`config.mk`:
```
export PLATFORM = sky130hd
export DESIGN_NAME = ifetch_queue
export DESIGN_NICKNAME = d
export VERILOG_FILES = /design/src/rtl/ifetch_queue.sv
export SDC_FILE = /design/constraint.sdc
export NUM_CORES = 1
export LEC_CHECK = 0
export CORE_MARGIN = 4
export CORE_UTILIZATION = 51
export CTS_CLUSTER_SIZE = 30
export DETAILED_ROUTE_END_ITERATION = 8
export GPL_TIMING_DRIVEN = 1
export PLACE_DENSITY_LB_ADDON = 0.2
export SLEW_MARGIN = 10
export SYNTH_ARGS = -nofsm -noshare
export SYNTH_HDL_FRONTEND = slang
export SYNTH_SLANG_ARGS = --single-unit
```
`constraint.sdc`:
```
create_clock -name clk -period 2.85 [get_ports clk]
set_clock_uncertainty 0.15 [all_clocks]
set_input_delay 0.855 -clock clk [delete_from_list [all_inputs] [get_ports clk]]
set_output_delay 0.855 -clock clk [all_outputs]
set_load 0.01 [all_outputs]
```
`src/rtl/ifetch_queue.sv`:
```
// Instruction fetch stage: owns the fetch PC, drives the ROM address and queues {pc, instr} pairs for the decoder.
// Define IFQ_STATS_EN to build the stall/flush statistics counters; otherwise they read 0.
module ifetch_queue #(
    parameter int ADDR_WIDTH  = 5,
    parameter int INSTR_WIDTH = 8,
    parameter int DEPTH       = 4,
    parameter int RESET_PC    = 0
) (
    input  logic                       clk,
    input  logic                       rst,
    output logic [ADDR_WIDTH-1:0]      rom_addr,
    input  logic [INSTR_WIDTH-1:0]     rom_data,
    input  logic                       jump_en,
    input  logic [ADDR_WIDTH-1:0]      jump_target,
    input  logic                       instr_ready,
    output logic                       instr_valid,
    output logic [INSTR_WIDTH-1:0]     instr,
    output logic [ADDR_WIDTH-1:0]      instr_pc,
    output logic [$clog2(DEPTH):0]     level,
    output logic [7:0]                 stall_cnt,
    output logic [7:0]                 flush_cnt
);

    localparam int PTR_W = $clog2(DEPTH);
    localparam int CNT_W = PTR_W + 1;
    localparam logic [CNT_W-1:0] FULL_CNT = CNT_W'(DEPTH);

    logic [ADDR_WIDTH-1:0]  fetch_pc;
    logic [PTR_W-1:0]       rd_ptr;
    logic [PTR_W-1:0]       wr_ptr;
    logic [CNT_W-1:0]       count;
    logic [INSTR_WIDTH-1:0] instr_mem [DEPTH];
    logic [ADDR_WIDTH-1:0]  pc_mem    [DEPTH];

    logic empty;
    logic full;
    logic pop;
    logic push;

    always_comb begin
        empty = (count == '0);
        full  = (count == FULL_CNT);
        pop   = !empty && instr_ready;
        // A full queue may still accept a fetch when the head leaves in the same cycle.
        push  = !jump_en && (!full || pop);
    end

    always_ff @(posedge clk) begin
        if (rst) begin
            fetch_pc <= ADDR_WIDTH'(RESET_PC);
            rd_ptr   <= '0;
            wr_ptr   <= '0;
            count    <= '0;
        end else if (jump_en) begin
            fetch_pc <= jump_target;
            rd_ptr   <= '0;
            wr_ptr   <= '0;
            count    <= '0;
        end else begin
            if (push) begin
                fetch_pc <= fetch_pc + ADDR_WIDTH'(1);
                wr_ptr   <= wr_ptr + PTR_W'(1);
            end
            if (pop) begin
                rd_ptr <= rd_ptr + PTR_W'(1);
            end
            if (push && !pop) begin
                count <= count + CNT_W'(1);
            end else if (pop && !push) begin
                count <= count - CNT_W'(1);
            end
        end
    end

    // Storage needs no reset: entries are only visible while count covers them.
    always_ff @(posedge clk) begin
        if (!rst && push) begin
            instr_mem[wr_ptr] <= rom_data;
            pc_mem[wr_ptr]    <= fetch_pc;
        end
    end

    always_comb begin
        rom_addr    = fetch_pc;
        instr_valid = !empty;
        level       = count;
        instr       = '0;
        instr_pc    = '0;
        if (!empty) begin
            instr    = instr_mem[rd_ptr];
            instr_pc = pc_mem[rd_ptr];
        end
    end

`ifdef IFQ_STATS_EN
    logic [7:0] stall_q;
    logic [7:0] flush_q;

    always_ff @(posedge clk) begin
        if (rst) begin
            stall_q <= '0;
            flush_q <= '0;
        end else begin
            if (!empty && !instr_ready && !jump_en && stall_q != '1) begin
                stall_q <= stall_q + 8'd1;
            end
            if (jump_en && flush_q != '1) begin
                flush_q <= flush_q + 8'd1;
            end
        end
    end

    assign stall_cnt = stall_q;
    assign flush_cnt = flush_q;
`else
    assign stall_cnt = '0;
    assign flush_cnt = '0;
`endif

endmodule

```
# Yosys cells after proc, flatten, opt, wreduce, memory -nomap -nowiden
# Memories as Yosys holds them, arrays and structs flattened. A register that Yosys moved wholly into a read port is not among the register bits.
# Index checks and enable logic that the tools add are counted.
# word_totals
in_bits	17
mem_count	2
output_inout_bits	38
ff_bits	12
mem_bits_rw	52
# classes
eq_ne	1
n_addsub	5
mux	12
n_reduce_logical	16
# memory_table
memory	depth	width	rd	rd_clocked_by_memory_dff	write_ports	line	text
instr_mem	4	8	1	1	1	32	logic [INSTR_WIDTH-1:0] instr_mem [DEPTH];
pc_mem	4	5	1	1	1	33	logic [ADDR_WIDTH-1:0] pc_mem [DEPTH];
# ops
op	count
$mux 5	3
$mux 2	4
$mux 8	1
$logic_not 1->1	6
$mux 3	2
$add 5x1->5 const B	1
$logic_and 1x1->1	5
$add 2x1->2 const B	2
$reduce_bool 2->1	2
$add 3x1->3 const B	1
$eq 3x3->1 const B	1
$logic_not 3->1	1
$sub 3x1->3 const B	1
$mux 1	2
$reduce_or 2->1	1
$logic_or 1x1->1	1

# Depth between registers and ports, before layout
# Gate-level depths: netlist of run 1.
# logic_depth
ltp_word	9
depth_mapped	8
ltp_nobuf	8

# Worst setup path after synthesis of run 1
# OpenSTA, ideal clock, no wires.
# synth_path
kind	input-to-reg
startpoint	in instr_ready
endpoint	reg count[2], in the netlist level[2]
arrival_ps	2208
stages	8
slack_ps	422
required_time_ps	2630
path_cell_list	nor4b_4 -> nor2_1 -> ha_1 -> inv_1 -> fa_1 -> xor2_1 -> or3_1 -> a21oi_1
# synth_via
elab_chain_cells	6
# synth_lines
item	line	text
start, declared	15	input logic instr_ready,
$logic_and 1x1->1 (*)	43	pop = !empty && instr_ready;
$logic_or 1x1->1	45	push = !jump_en && (!full || pop);
$logic_and 1x1->1	45	
$logic_not 1->1	69	end else if (pop && !push) begin
$logic_and 1x1->1	69	
$reduce_bool 2->1 (no source line)	-	
end signal, assigned	68	count <= count + CNT_W'(1);
end signal, assigned	70	count <= count - CNT_W'(1);
end, declared	31	logic [CNT_W-1:0] count;
# Every way passes the cells marked *; elsewhere a longest branch is shown, timed or not.
# A chain may end at the register's enable or synchronous reset.

==> results of run 1 <==
-- cell usage after synthesis (4+ instances only) --
cell      instances  area, sq um
dfxtp_1          14          280
and3_1            4         25.0
nor2b_1           9         56.3
xor2_1            4         35.0
edfxtp_1         52         1560
buf_4            17          128
nand2_1           5         18.8
mux4_2           13          293
nor2_1           11         41.3
ha_1              6         75.1
and2b_1           4         30.0
inv_1             7         26.3
-- logic make-up (layout without fill, tap and decap cells) --
| group | count (synthesis) | after routing | share of synthesized area, % |
|---|---|---|---|
| fa+ha+maj | 7 | 7 | 3.39 |
| simple gates | 43 | 43 | 8.91 |
| compound gates | 15 | 15 | 3.61 |
| mux | 14 | 14 | 10.8 |
| flops | 66 | 66 | 65.6 |
| buf+inv | 28 | 80 | 6.06 |
| other cells | 1 | 16 | 0.134 |
| xor+xnor | 5 | 5 | 1.56 |
-- final cells by class --
cell class | count | area [sq um]
Timing Repair Buffer | 57 | 577
Fill cell | 369 | 1640
Multi-Input combinational cell | 100 | 853
Sequential cell | 66 | 1850
Inverter | 7 | 26.3
Clock buffer | 14 | 173
Tap cell | 70 | 87.6
Clock inverter | 2 | 35.0
-- where the power goes --
| part | total (mW) | internal [mW] | switching (mW) | leakage, nW |
|---|---|---|---|---|
| registers | 1.09 | 1.07 | 0.0234 | 0.591 |
| clock network | 0.795 | 0.475 | 0.320 | 0.107 |
| logic | 0.292 | 0.154 | 0.138 | 0.644 |
-- cell usage in the layout (no fill, tap or decap), types with 3 or more instances in the layout --
master	synthesis	routed
mux4_2	13	13
edfxtp_1	52	52
clkdlybuf4s50_1	0	24
xor2_1	4	4
inv_1	7	7
and2b_1	4	4
dlygate4sd2_1	0	3
o21ai_0	3	3
clkdlybuf4s15_1	0	7
buf_4	17	14
clkbuf_8	0	12
buf_2	1	3
nand2_1	5	5
ha_1	6	6
buf_12	0	4
conb_1	1	16
nor2b_1	9	9
and3_1	4	4
nor2_1	11	11
dfxtp_1	14	13
or3_1	3	3
-- through the flow --
stage | TNS [ns] | instances | power [mW] | hold slack (ns) | utilization, %
after floorplan | 0 | 194 | 1.27 | 0.315 | -
after detailed placement | -0.300 | 297 | 1.42 | 0.373 | 64.1
after global placement | -0.0752 | 297 | 1.40 | 0.321 | 64.1
final | 0 | 316 | 2.18 | 0.387 | 68.7
after CTS | -0.124 | 316 | 2.20 | 0.387 | 68.7
after global routing | 0 | 316 | 2.27 | 0.425 | 68.7
-- flip-flops by register name, indices dropped and copies added (netlist names), named ones only --
name / cells
instr_mem: 32
level: 3
pc_mem: 20
rd_ptr: 2
rom_addr: 5
wr_ptr: 2
-- path summary, 6_finish.rpt --
| check | cells after the start | slack, ns | from | endpoint |
|---|---|---|---|---|
| worst min register to register | 2 | 0.39 | rd_ptr[0]$_SDFFE_PP0P_ | rd_ptr[0]$_SDFFE_PP0P_ |
| worst min-delay path | 2 | 0.39 | rd_ptr[0]$_SDFFE_PP0P_ | rd_ptr[0]$_SDFFE_PP0P_ |
| worst max register to register | 8 | 0.52 | level[0]$_SDFFE_PP0P_ | level[2]$_SDFFE_PP0P_ |
| worst max-delay path | 4 | 0.07 | flop | instr_pc[3] |
-- worst register-to-register path, stage by stage (launching register included) --
cell     delay, ns
dfxtp_1       0.31
buf_4         0.16
o31ai_1       0.34
ha_1          0.25
inv_1         0.06
fa_1          0.37
xor2_1        0.15
or3_1         0.31
a21oi_1       0.16
-- routing by layer --
metal,wire [microns],track usage [%],vias to the layer above
met1,2100,20.9,822
met3,320,4.66,8
li1,-,-,764
met4,80,6.98,0
met2,2780,31.0,61
met5,0,0,-
-- what timing repair did --
action	4_1_cts	5_1_grt
endpoints found under the setup margin	13	6
buffers inserted	2	0
cloned	1	0
pin swaps	0	0
gates resized for setup	25	8
==> out/qor.csv, run 1 <==
stage,metric,value,unit
global_route,initial antenna violation count,0,
global_route,first-pass GRT wire length,8530,microns
final_layout,Layout area overhead,28.1,%
timing,fin crit share,97.4,%
global_route,vias in the first global route,1752,
routing,Post-route DRC,0,
worst_setup_path,Critical Path Max Stage Delay,0.49,ns
routing,DRT antenna net count,0,
synth,post-synthesis cell area,2810,sq um
routing,Avg WL per Cell,16.7,microns
clock_tree,clock latency on the worst-skew pair,0.33,ns
place,pre-CTS setup slack,-0.231,ns
worst_setup_path,cell family with most CP delay,multiplexers,
timing,Final Setup Violations,0,
timing,"crit path setup slack, layout",0.0739,ns
synth,YS warnings,0,
floorplan,Die X-Extent,82.2,microns
worst_setup_path,"Slowest-stage cell, CP",mux4_2,
synth,Synth Flop Type,edfxtp_1,
synth,Post-synth EDFFs,52,
timing,Peak Freq,0.360,GHz
pwr,Power Dens Cells,607,nW/um^2
run,number of max-cap violations,0,
routing,TritonRoute pass-1 iters,4,
final_layout,layout cells sized above 1,21.1,%
final_layout,Final #Nets,265,
routing,total number of vias,1655,
timing,RSZ-0062 raised after global routing,no,
synth,"Seq/Total Area, Yosys",65.6,%
synth,Cells after Synth,179,
global_route,largest net degree at the start of global routing,15,
floorplan,Initial Util,53.6,%
floorplan,Die ar.,6760,sq um
global_route,gr usage total,17.8,%
clock_tree,clock sink count,66,
synth,Avg Inst Size Synth,15.7,sq um
clock_tree,"CTS clk-pin slew, worst paths",0.06,ns
clock_tree,hold-fix buffer count after cts,0,
synth,"FF+latch count, synth",66,
place,Port Buffer Count,38,
worst_setup_path,Critical Path Start Type,flop,
place,hpwl dp,3690,microns
clock_tree,CTS H-tree depth,3,
timing,"Hold Violations, Final",0,
worst_setup_path,crit path capture type,primary output,
place,GP Congestion,0.855,
clock_tree,root buf cell,clkbuf_8,
routing,DRT Wirelength,5290,microns
status,status,"finished, final reports clean",
pwr,Max VDD drop,0.433,mV
worst_setup_path,crit path kind,flop to primary output,
floorplan,I/O pins,55,
worst_setup_path,Bufs and invs on worst path,2,
timing,max-slew violations,0,
floorplan,core area,5240,sq um
floorplan,row cnt,26,
routing,Initial DRC Count,74,
floorplan,Chip Height,82.2,microns
synth,Synth cell types,35,
timing,min Tclk post-route,2.78,ns
final_layout,Final Cell Area,3600,sq um
routing,vias per cell,5.24,
global_route,GRT Residual Overflow,0,
worst_setup_path,crit path cell chain,buf_12 > mux4_2 > nor2b_1 > dlygate4sd2_1,
timing,Rel. slew slack,56.2,%
pwr,Leak Pwr,1.34,nW
worst_setup_path,Critical Path Fanout Max,7,
worst_setup_path,WP data required,1.85,ns
clock_tree,CTS max path bufs,2,
place,Area after DPL,3360,sq um
hold_path,HP Class,flop to flop,
clock_tree,TritonCTS buffer count,9,
synth,Async SR Flop Fraction,0,%
worst_setup_path,Critical Path AT,1.77,ns
final_layout,Antenna Cells,0,
clock_tree,CTS tree,built,
timing,Slew @ Worst Pin,0.657,ns
No activity file was read; power rests on OpenSTA's default activity.
==> inputs of run 2 (changes only) <==
--- a/config.mk
+++ b/config.mk
@@ -6,7 +6,7 @@
 export NUM_CORES = 1
 export LEC_CHECK = 0
 export CORE_MARGIN = 4
-export CORE_UTILIZATION = 51
+export CORE_UTILIZATION = 55
 export CTS_CLUSTER_SIZE = 30
 export DETAILED_ROUTE_END_ITERATION = 8
 export GPL_TIMING_DRIVEN = 1
==> constraint.sdc (replaced) <==
create_clock -name clk -period 3.5 [get_ports clk]
set_clock_uncertainty 0.15 [all_clocks]
set_input_delay 1.05 -clock clk [delete_from_list [all_inputs] [get_ports clk]]
set_output_delay 1.05 -clock clk [all_outputs]
set_load 0.01 [all_outputs]
==> run 2 against run 1 <==
Effect of this change:
- register-to-register slack improved by 0.62 ns
- sequential power decreased by 18%
- cell count is 5.7% lower
- core utilization increased by 2.1 points
- non-clock buffer count down 15
- sequential cell count stayed put
- global-route usage increased by 0.24 points
- via count fell by 4.5%
- count of clock-buffer cells in the layout shrank 5
- design area shrank 4.6%
- hold slack lost 0.041 ns
- die area decreased by 6.6%
- highest routed layer unchanged
==> out/qor.csv, run 2 (same netlist as run 1, synthesis figures left out) <==
stage,metric,value,unit,change
global_route,gr usage total,18.0,%,was 17.8%
timing,fin crit share,93.7,%,
timing,Slew @ Worst Pin,0.712,ns,was 0.657 ns
timing,Hold WS,0.345,ns,was 0.387 ns
worst_setup_path,crit path cell chain,buf_4 > mux4_2 > and2b_1 > clkdlybuf4s50_1,,was buf_12 > mux4_2 > nor2b_1 > dlygate4sd2_1
clock_tree,CTS H-tree depth,3,,unchanged
timing,Rel. slew slack,52.5,%,was 56.2%
worst_setup_path,Bufs and invs on worst path,2,,unchanged
worst_setup_path,Critical Path Max Stage Delay,0.52,ns,was 0.49 ns
timing,max-slew violations,0,,unchanged
timing,min Tclk post-route,3.28,ns,
final_layout,"commonest non-fill, non-tap cell in the layout",edfxtp_1,,unchanged
floorplan,Die X-Extent,79.5,microns,was 82.2 microns
run,number of max-cap violations,0,,unchanged
worst_setup_path,"Slowest-stage cell, CP",mux4_2,,unchanged
timing,Final Setup Violations,0,,unchanged
worst_setup_path,Critical Path AT,2.08,ns,was 1.77 ns
floorplan,Initial Util,57.9,%,was 53.6%
place,hpwl dp,3360,microns,was 3690 microns
clock_tree,TritonCTS buffer count,9,,unchanged
worst_setup_path,Critical Path Fanout Max,9,,was 7
global_route,routing usage on met3,5.53,%,was 4.66%
final_layout,Top reg by flops,instr_mem,,unchanged
timing,"Hold Violations, Final",0,,unchanged
place,Area after DPL,3220,sq um,was 3360 sq um
final_layout,"commonest non-fill, non-tap cells in the layout","edfxtp_1 (52), clkdlybuf4s50_1 (38), conb_1 (16), dfxtp_1 (14), mux4_2 (13)",,"was edfxtp_1 (52), clkdlybuf4s50_1 (24), conb_1 (16), buf_4 (14)"
worst_setup_path,Reg2Reg Setup Slack,1.14,ns,was 0.52 ns
final_layout,Final #Nets,250,,was 265
global_route,Top Usage Layer GRT,met2,,unchanged
clock_tree,post-cts resize count,0,,was 25
global_route,met1 GRT Util,21.6,%,was 20.9%
global_route,GR Util met2,29.9,%,was 31.0%
global_route,first-pass GRT wire length,8280,microns,was 8530 microns
floorplan,I/O pins,55,,unchanged
timing,setup_tns,0,ns,unchanged
routing,TritonRoute pass-1 iters,4,,unchanged
final_layout,Layout area overhead,22.2,%,was 28.1%
clock_tree,CTS max path bufs,2,,unchanged
worst_setup_path,cell family with most CP delay,buffers and inverters,,was multiplexers
pwr,Power Dens Cells,524,nW/um^2,was 607 nW/um^2
timing,Peak Freq,0.305,GHz,
routing,total number of vias,1581,,was 1655
status,status,"finished, final reports clean",,unchanged
floorplan,core area,4850,sq um,was 5240 sq um
hold_path,HP Class,flop to flop,,unchanged
clock_tree,hold-fix buffer count after cts,0,,unchanged
final_layout,Final Cell Area,3430,sq um,was 3600 sq um
final_layout,Antenna Cells,0,,unchanged
worst_setup_path,WP data required,2.30,ns,was 1.85 ns
routing,DRT Wirelength,4970,microns,was 5290 microns
place,GP Congestion,0.840,,was 0.855
timing,RSZ-0062 raised after global routing,no,,unchanged
routing,DRT antenna net count,0,,unchanged
routing,Avg WL per Cell,16.7,microns,about the same
place,Port Buffer Count,38,,unchanged
final_layout,layout cells sized above 1,14.7,%,was 21.1%
clock_tree,root buf cell,clkbuf_8,,unchanged
routing,vias per cell,5.31,,was 5.24
worst_setup_path,crit path capture type,primary output,,unchanged
floorplan,Die ar.,6310,sq um,was 6760 sq um
clock_tree,Post-CTS Setup Bufs,0,,was 2
routing,Post-route DRC,0,,unchanged
worst_setup_path,Critical Path Start Type,flop,,unchanged
global_route,vias in the first global route,1661,,was 1752
clock_tree,CTS tree,built,,unchanged
clock_tree,clock latency on the worst-skew pair,0.33,ns,about the same
global_route,largest net degree at the start of global routing,15,,unchanged
floorplan,row cnt,25,,was 26
floorplan,Chip Height,79.5,microns,was 82.2 microns
final_layout,number of fill cells,340,,was 369
clock_tree,"CTS clk-pin slew, worst paths",0.07,ns,was 0.06 ns
pwr,Max VDD drop,0.431,mV,was 0.433 mV
worst_setup_path,crit path kind,flop to primary output,,unchanged
clock_tree,clock sink count,66,,unchanged
global_route,initial antenna violation count,0,,unchanged
final_layout,max reg flops,32,,unchanged
pwr,Leak Pwr,1.21,nW,was 1.34 nW
routing,Initial DRC Count,89,,was 74
global_route,GRT Residual Overflow,0,,unchanged
## run 2: cell count changes in the layout (fill, tap and decap cells not counted), sizes merged
cell,delta
bufinv,+1
dlygate4sd2,-3
inv,+1
clkdlybuf4s15,-7
clkinv,+1
clkbuf,-5
clkinvlp,+2
dlymetal6s2s,-1
buf,-18
clkdlybuf4s50,+14
## run 2: report_power, final
part / leakage [nW] / switching [mW] / internal (mW) / total, mW
Sequential: 0.590 / 0.0237 / 0.872 / 0.896
Clock: 0.103 / 0.281 / 0.399 / 0.680
Combinational: 0.516 / 0.103 / 0.121 / 0.224
## run 2: per-layer routing
layer  vias to the layer above  routed length [microns]  share of wire, %
li1                        734                        -                 -
met1                       773                     2040                41
met2                        62                     2520                51
met3                        12                      305               6.1
met4                         0                      102               2.1
met5                         -                        0                 0
## run 2: through the flow
stage | power (mW) | std cells | setup WS [ns] | utilization, %
2_1_floorplan | 1.04 | 194 | 0.877 | -
3_3_place_gp | 1.13 | 282 | 0.279 | 66.3
3_5_place_dp | 1.14 | 282 | 0.114 | 66.3
4_1_cts | 1.82 | 298 | 0.190 | 70.8
5_1_grt | 1.88 | 298 | 0.121 | 70.8
6_report | 1.80 | 298 | 0.221 | 70.8
## run 2: final timing paths
check,startpoint,end,cells past startpoint
worst max-delay path,flop,instr_pc[1],4
worst min-delay path,wr_ptr[1]$_SDFFE_PP0N_,wr_ptr[1]$_SDFFE_PP0N_,2
worst max register to register,level[0]$_SDFFE_PP0P_,level[2]$_SDFFE_PP0P_,7
worst min register to register,wr_ptr[1]$_SDFFE_PP0N_,wr_ptr[1]$_SDFFE_PP0N_,2
## run 2: layout make-up
type	count	area, sq um	area share [%]
Sequential cell	66	1840	53.7
Multi-Input combinational cell	100	853	24.9
Timing Repair Buffer	42	410	12.0
Clock buffer	9	124	3.61
Clock inverter	7	92.6	2.70
Tap cell	67	83.8	2.44
Inverter	7	26.3	0.766
## run 2: worst reg2reg max path: cells and delay by family (launching register included)
kind | cells | cell delay [ns]
adders and majority gates | 2 | 0.63
AOI/OAI and AO/OA | 2 | 0.55
DFF | 1 | 0.41
and+or+nand+nor | 1 | 0.31
xor gates and xnor gates | 1 | 0.16
buffers and inverters | 1 | 0.07
